<file path="src/rtl/video_source_gen.sv">
// video_source_gen: raster timing and 4:2:2 test-pattern source.
// Produces fvht timing flags and a 20-bit {luma, chroma} sample stream with
// one of four test patterns. Pattern changes apply only at frame boundaries.
// A start/stop state machine ensures frames are never truncated.
//
// Ports:
//   clk_i          clock
//   rst_ni         asynchronous active-low reset
//   cen_i          clock enable; all state advances only when high
//   enable_i       request to run the generator
//   pattern_sel_i  0 colour bars, 1 flat colour, 2 luma ramp, 3 black
//   flat_colour_i  {luma, chroma} used by the flat pattern (sampled live)
//   fvht_o         [3] F parity, [2] V blank, [1] H blank, [0] T reference
//   video_o        {luma[19:10], chroma[9:0]}
//   sof_o          one-cen pulse aligned with sample h=0, v=0
//   busy_o         high while a frame is being produced (RUN or STOPPING)
module video_source_gen #(
  parameter int unsigned H_ACTIVE = 720,
  parameter int unsigned H_TOTAL  = 858,
  parameter int unsigned V_ACTIVE = 487,
  parameter int unsigned V_TOTAL  = 525
) (
  input  logic        clk_i,
  input  logic        rst_ni,
  input  logic        cen_i,
  input  logic        enable_i,
  input  logic [1:0]  pattern_sel_i,
  input  logic [19:0] flat_colour_i,
  output logic [3:0]  fvht_o,
  output logic [19:0] video_o,
  output logic        sof_o,
  output logic        busy_o
);

  localparam int unsigned BAR_W = H_ACTIVE / 8;
  localparam int unsigned HW    = $clog2(H_TOTAL);
  localparam int unsigned VW    = $clog2(V_TOTAL);
  localparam int unsigned SW    = (BAR_W > 1) ? $clog2(BAR_W) : 1;

  localparam logic [3:0]  BLANK_FVHT  = 4'b0110;
  localparam logic [19:0] BLANK_VIDEO = 20'h10200;
  localparam logic [9:0]  Y_BLACK     = 10'd64;
  localparam logic [9:0]  C_NEUTRAL   = 10'd512;

  typedef enum logic [1:0] {
    IDLE     = 2'd0,
    RUN      = 2'd1,
    STOPPING = 2'd2
  } state_t;

  state_t        state;
  logic [HW-1:0] h_cnt;
  logic [VW-1:0] v_cnt;
  logic          f;
  logic [1:0]    pattern_reg;
  logic [2:0]    bar_idx;
  logic [SW-1:0] bar_smp;

  logic          h_last;
  logic          v_last;
  logic          frame_last;

  assign h_last     = (h_cnt == HW'(H_TOTAL - 1));
  assign v_last     = (v_cnt == VW'(V_TOTAL - 1));
  assign frame_last = h_last && v_last;

  // Colour bar lookup for the current bar
  logic [9:0] bar_y;
  logic [9:0] bar_cb;
  logic [9:0] bar_cr;

  always_comb begin
    bar_y  = Y_BLACK;
    bar_cb = C_NEUTRAL;
    bar_cr = C_NEUTRAL;
    case (bar_idx)
      3'd0: begin bar_y = 10'd720; bar_cb = 10'd512; bar_cr = 10'd512; end
      3'd1: begin bar_y = 10'd648; bar_cb = 10'd176; bar_cr = 10'd568; end
      3'd2: begin bar_y = 10'd524; bar_cb = 10'd624; bar_cr = 10'd176; end
      3'd3: begin bar_y = 10'd448; bar_cb = 10'd288; bar_cr = 10'd232; end
      3'd4: begin bar_y = 10'd336; bar_cb = 10'd736; bar_cr = 10'd792; end
      3'd5: begin bar_y = 10'd260; bar_cb = 10'd400; bar_cr = 10'd848; end
      3'd6: begin bar_y = 10'd140; bar_cb = 10'd848; bar_cr = 10'd456; end
      default: begin bar_y = 10'd64; bar_cb = 10'd512; bar_cr = 10'd512; end
    endcase
  end

  // Timing flags and sample value for the current counter position
  logic        h_blank;
  logic        v_blank;
  logic        t_ref;
  logic        sof_pos;
  logic [19:0] pix;

  always_comb begin
    h_blank = (h_cnt >= HW'(H_ACTIVE));
    v_blank = (v_cnt >= VW'(V_ACTIVE));
    t_ref   = (h_cnt == HW'(H_ACTIVE)) || h_last;
    sof_pos = (h_cnt == '0) && (v_cnt == '0);
    pix     = BLANK_VIDEO;
    case (pattern_reg)
      // odd samples carry Cr, even samples carry Cb
      2'd0:    pix = {bar_y, h_cnt[0] ? bar_cr : bar_cb};
      2'd1:    pix = flat_colour_i;
      2'd2:    pix = {Y_BLACK + 10'(9'(h_cnt)), C_NEUTRAL};
      default: pix = {Y_BLACK, C_NEUTRAL};
    endcase
    if (h_blank || v_blank) begin
      pix = BLANK_VIDEO;
    end
  end

  // Start/stop FSM, raster counters and registered outputs
  always_ff @(posedge clk_i or negedge rst_ni) begin
    if (!rst_ni) begin
      state       <= IDLE;
      h_cnt       <= '0;
      v_cnt       <= '0;
      f           <= 1'b0;
      pattern_reg <= 2'd0;
      bar_idx     <= '0;
      bar_smp     <= '0;
      fvht_o      <= BLANK_FVHT;
      video_o     <= BLANK_VIDEO;
      sof_o       <= 1'b0;
      busy_o      <= 1'b0;
    end else if (cen_i) begin
      case (state)
        IDLE: begin
          h_cnt   <= '0;
          v_cnt   <= '0;
          f       <= 1'b0;
          bar_idx <= '0;
          bar_smp <= '0;
          fvht_o  <= BLANK_FVHT;
          video_o <= BLANK_VIDEO;
          sof_o   <= 1'b0;
          if (enable_i) begin
            state       <= RUN;
            pattern_reg <= pattern_sel_i;
            busy_o      <= 1'b1;
          end else begin
            busy_o <= 1'b0;
          end
        end

        RUN, STOPPING: begin
          fvht_o  <= {f, v_blank, h_blank, t_ref};
          video_o <= pix;
          sof_o   <= sof_pos;

          if (h_last) begin
            h_cnt   <= '0;
            bar_idx <= '0;
            bar_smp <= '0;
            if (v_last) begin
              v_cnt       <= '0;
              f           <= ~f;
              pattern_reg <= pattern_sel_i;
            end else begin
              v_cnt <= v_cnt + VW'(1);
            end
          end else begin
            h_cnt <= h_cnt + HW'(1);
            // bar counter replaces h_cnt / BAR_W
            if (bar_smp == SW'(BAR_W - 1)) begin
              bar_smp <= '0;
              bar_idx <= bar_idx + 3'd1;
            end else begin
              bar_smp <= bar_smp + SW'(1);
            end
          end

          // Stop requests take effect only once the frame has completed
          if (state == RUN) begin
            if (!enable_i) begin
              if (frame_last) begin
                state  <= IDLE;
                busy_o <= 1'b0;
              end else begin
                state <= STOPPING;
              end
            end
          end else begin
            if (frame_last) begin
              state  <= IDLE;
              busy_o <= 1'b0;
            end else if (enable_i) begin
              state <= RUN;
            end
          end
        end

        default: begin
          state  <= IDLE;
          busy_o <= 1'b0;
        end
      endcase
    end
  end

endmodule

</file>
<file path="config.mk">
export PLATFORM = sky130hd
export DESIGN_NAME = video_source_gen
export DESIGN_NICKNAME = d
export VERILOG_FILES = /design/src/rtl/video_source_gen.sv
export SDC_FILE = /design/constraint.sdc
export NUM_CORES = 1
export LEC_CHECK = 0
export CAP_MARGIN = 10
export CELL_PAD_IN_SITES_DETAIL_PLACEMENT = 0
export CELL_PAD_IN_SITES_GLOBAL_PLACEMENT = 1
export CORE_ASPECT_RATIO = 0.8
export CORE_UTILIZATION = 45
export CTS_BUF_LIST = sky130_fd_sc_hd__clkbuf_16
export DETAILED_ROUTE_END_ITERATION = 10
export PLACE_DENSITY_LB_ADDON = 0.1
export SLEW_MARGIN = 20
export SYNTH_ARGS = -nofsm -noshare
export SYNTH_HDL_FRONTEND = slang
export SYNTH_SLANG_ARGS = --single-unit
</file>
<file path="constraint.sdc">
create_clock -name clk_i -period 6.1 [get_ports clk_i]
set_input_delay 0.61 -clock clk_i [delete_from_list [all_inputs] [get_ports clk_i]]
set_output_delay 0.61 -clock clk_i [all_outputs]
set_load 0.02 [all_outputs]
</file>
==> reports/metrics.yaml <==
run_status:
  status: "completed"
global_routing:
  grt_pass1_vias: 2870
  grt_pass1_wl_mm: 14.9
  gr-total-overflow: 0
  grt_antenna_before_repair: 0
  grt_start_max_net_pins: 62
  grt.total_usage: 0.240
cts:
  clkLatencyLatePin_ns: 0.33
  cts-hold-fix-buffers: 0
  cts_buffer_depth: 2
  clk_pin_slew_ns: 0.06
  cts_buffers: 9
  cts_setup_buffers: 0
  cts_tree: "built"
  h-tree-depth: 3
  cts.sinks: 61
  cts_resized: 0
  cts_root_buffer: "clkbuf_16"
power_and_ir_drop:
  p_leak_nw: 1.91
  vdd_drop_max_uv: 279
  powerDensity_mw_per_mm2: 482
yosys:
  synth_edf_count: 0
  async_flop_share: 1.00
  ys_warn_count: 0
  synthSimpleGateAreaFrac: 0.193
  netlist_area_mm2: 0.00350
  synthXorXnorAreaFrac: 0.0426
  synth_compound_area_frac: 0.192
  avgSynthCellArea_um2: 9.22
  synth_flop_cell: "dfrtp_1"
  yosysSeqAreaShare: 0.438
  synth_top_cell_area_share: 0.408
  ys_seq_elements: 61
  synthMuxAreaShare: 0.0240
  synth_cells: 379
  synth.largest_area_cell: "dfrtp_1"
  synth_most_common_cell: "dfrtp_1"
  synth_nets: 423
  synthTopCellsByArea: "dfrtp_1 (41%), ha_1 (6.4%), o21ai_0 (4.7%)"
  synth_cell_types: 56
  synth_fa_ha_area_frac: 0.0644
  synth_top_family_by_area: "simple AND/OR/NAND/NOR gates"
  synth.top_cells.by_count: "dfrtp_1 (57), nand2_1 (37), o21ai_0 (33)"
finish:
  fill_cells: 679
  fin_nets: 468
  drive_gt1_frac: 0.0769
  design_area_mm2: 0.00439
  top_regs: "video_o (20), h_cnt (10), v_cnt (10)"
  final-instance-count-excl-fill: 534
  multi_input_area_mm2: 0.00181
  largest_register: "video_o"
  antenna_cells: 0
  seq_area_mm2: 0.00153
  final_util: 0.589
  area_growth_pct: 25.7
  largest_register_ffs: 20
worst_setup_path:
  reg2reg_depth: 6
  worstPathArrival_ns: 2.90
  critPathKind: "in2reg"
  path_max_fanout: 21
  r2r_slack_ns: 3.57
  r2r-start: "state[0]"
  worstSetupStartpointType: "input port"
  crit_path_end_kind: "flip-flop"
  rr_endpoint: "video_o[16]"
  required_ns: 6.36
place:
  io_buffers: 51
  dp_slack_ns: 3.13
  place_congestion: 0.850
  dp_hpwl_mm: 6.22
  dp.cells: 518
  dpl_cell_area_mm2: 0.00408
die:
  die_area_mm2: 0.00813
  design.core.area_mm2: 0.00746
  dieWidth_um: 101
  io_pins: 52
  die_height_um: 80.8
  initial_utilization: 0.468
  rows: 28
timing:
  slew_violations: 0
  finalHoldViolCount: 0
  worstMarginPinSlew_ns: 0.842
  rsz0062_at_grt: "false"
  period_share: 0.433
  setup-violations-final: 0
  maxSlewHeadroom: 0.434
  fin_crit_ns: 2.64
  skew_ns: 0.00743
  worst_slack_ns: 3.46
  finalSetupTns_ns: 0
  max_freq_mhz: 379
drt:
  drt_iter0_markers: 128
  ant_nets: 0
  dr.pass1.iters: 4
  vias_per_cell: 5.64
  drc: 0
  vias: 3013
  wl_mm: 8.83
  routedWlPerCell_um: 16.5
hold_path:
  hp-class: "in2async"
flow_run:
  max_cap_violations: 0
-- worst max-delay path, cell delays in order --
cell             delay, ns
clkdlybuf4s50_1       0.60
nor2b_1               0.16
buf_4                 0.25
nand4_1               0.21
nor3_2                0.53
nand2_1               0.27
o22a_1                0.25
-- cell families (layout without fill, tap and decap cells) --
kind of cell,Yosys count,count (layout)
simple gates,135,135
compound gates,100,100
flops,61,61
buf+inv,40,90
fa+ha+maj,18,18
xor+xnor,17,17
mux,8,8
-- report_power, final --
part           switching [mW]  internal [mW]
logic                   0.550          0.379
clock network           0.181          0.356
registers               0.133          0.521
-- metal layers --
metal / global-route usage / routed length, µm
met1: 0.362 / 4620
met2: 0.340 / 3640
met3: 0.0568 / 481
met4: 0.0696 / 93
met5: 0 / 0
-- layout by cell type, fill, tap and decap left out, types with 5 or more instances in the layout --
cell | Yosys | final
ha_1 | 18 | 18
a22o_1 | 12 | 12
nor2_1 | 32 | 32
a21oi_1 | 18 | 18
nor3_1 | 6 | 6
dfrtp_1 | 57 | 57
and3_1 | 5 | 5
inv_1 | 19 | 20
mux2i_1 | 5 | 5
o31ai_1 | 5 | 5
nand2b_1 | 7 | 7
nand3_1 | 14 | 14
clkbuf_16 | 0 | 9
clkdlybuf4s50_1 | 0 | 50
xor2_1 | 13 | 13
nand4_1 | 14 | 14
nand2_1 | 37 | 37
o21ai_0 | 33 | 33
-- how the worst max path moves through the flow --
stage / slack [ns] / start / end
6_report: 3.46 / cen_i / video_o[16]
3_3_place_gp: 3.24 / cen_i / video_o[16]
5_1_grt: 3.11 / cen_i / video_o[14]
3_5_place_dp: 3.13 / cen_i / video_o[14]
2_1_floorplan: 4.10 / h_cnt[1] / pattern_reg[1]
4_1_cts: 3.47 / cen_i / video_o[14]
-- stage by stage --
step / power [mW] / hold slack (ns)
6_report: 2.12 / 0.433
4_1_cts: 2.13 / 0.475
3_5_place_dp: 1.58 / 0.464
3_3_place_gp: 1.57 / 0.461
2_1_floorplan: 1.24 / 0.314
5_1_grt: 2.26 / 0.509
-- layout make-up --
type                            instances  share of cell area
Multi-Input combinational cell        278               0.412
Sequential cell                        61               0.349
Timing Repair Buffer                   55               0.122
Clock buffer                            9              0.0513
Tap cell                              105              0.0299
Clock inverter                          7              0.0205
Inverter                               19              0.0162
No activity file was read; power rests on OpenSTA's default activity.
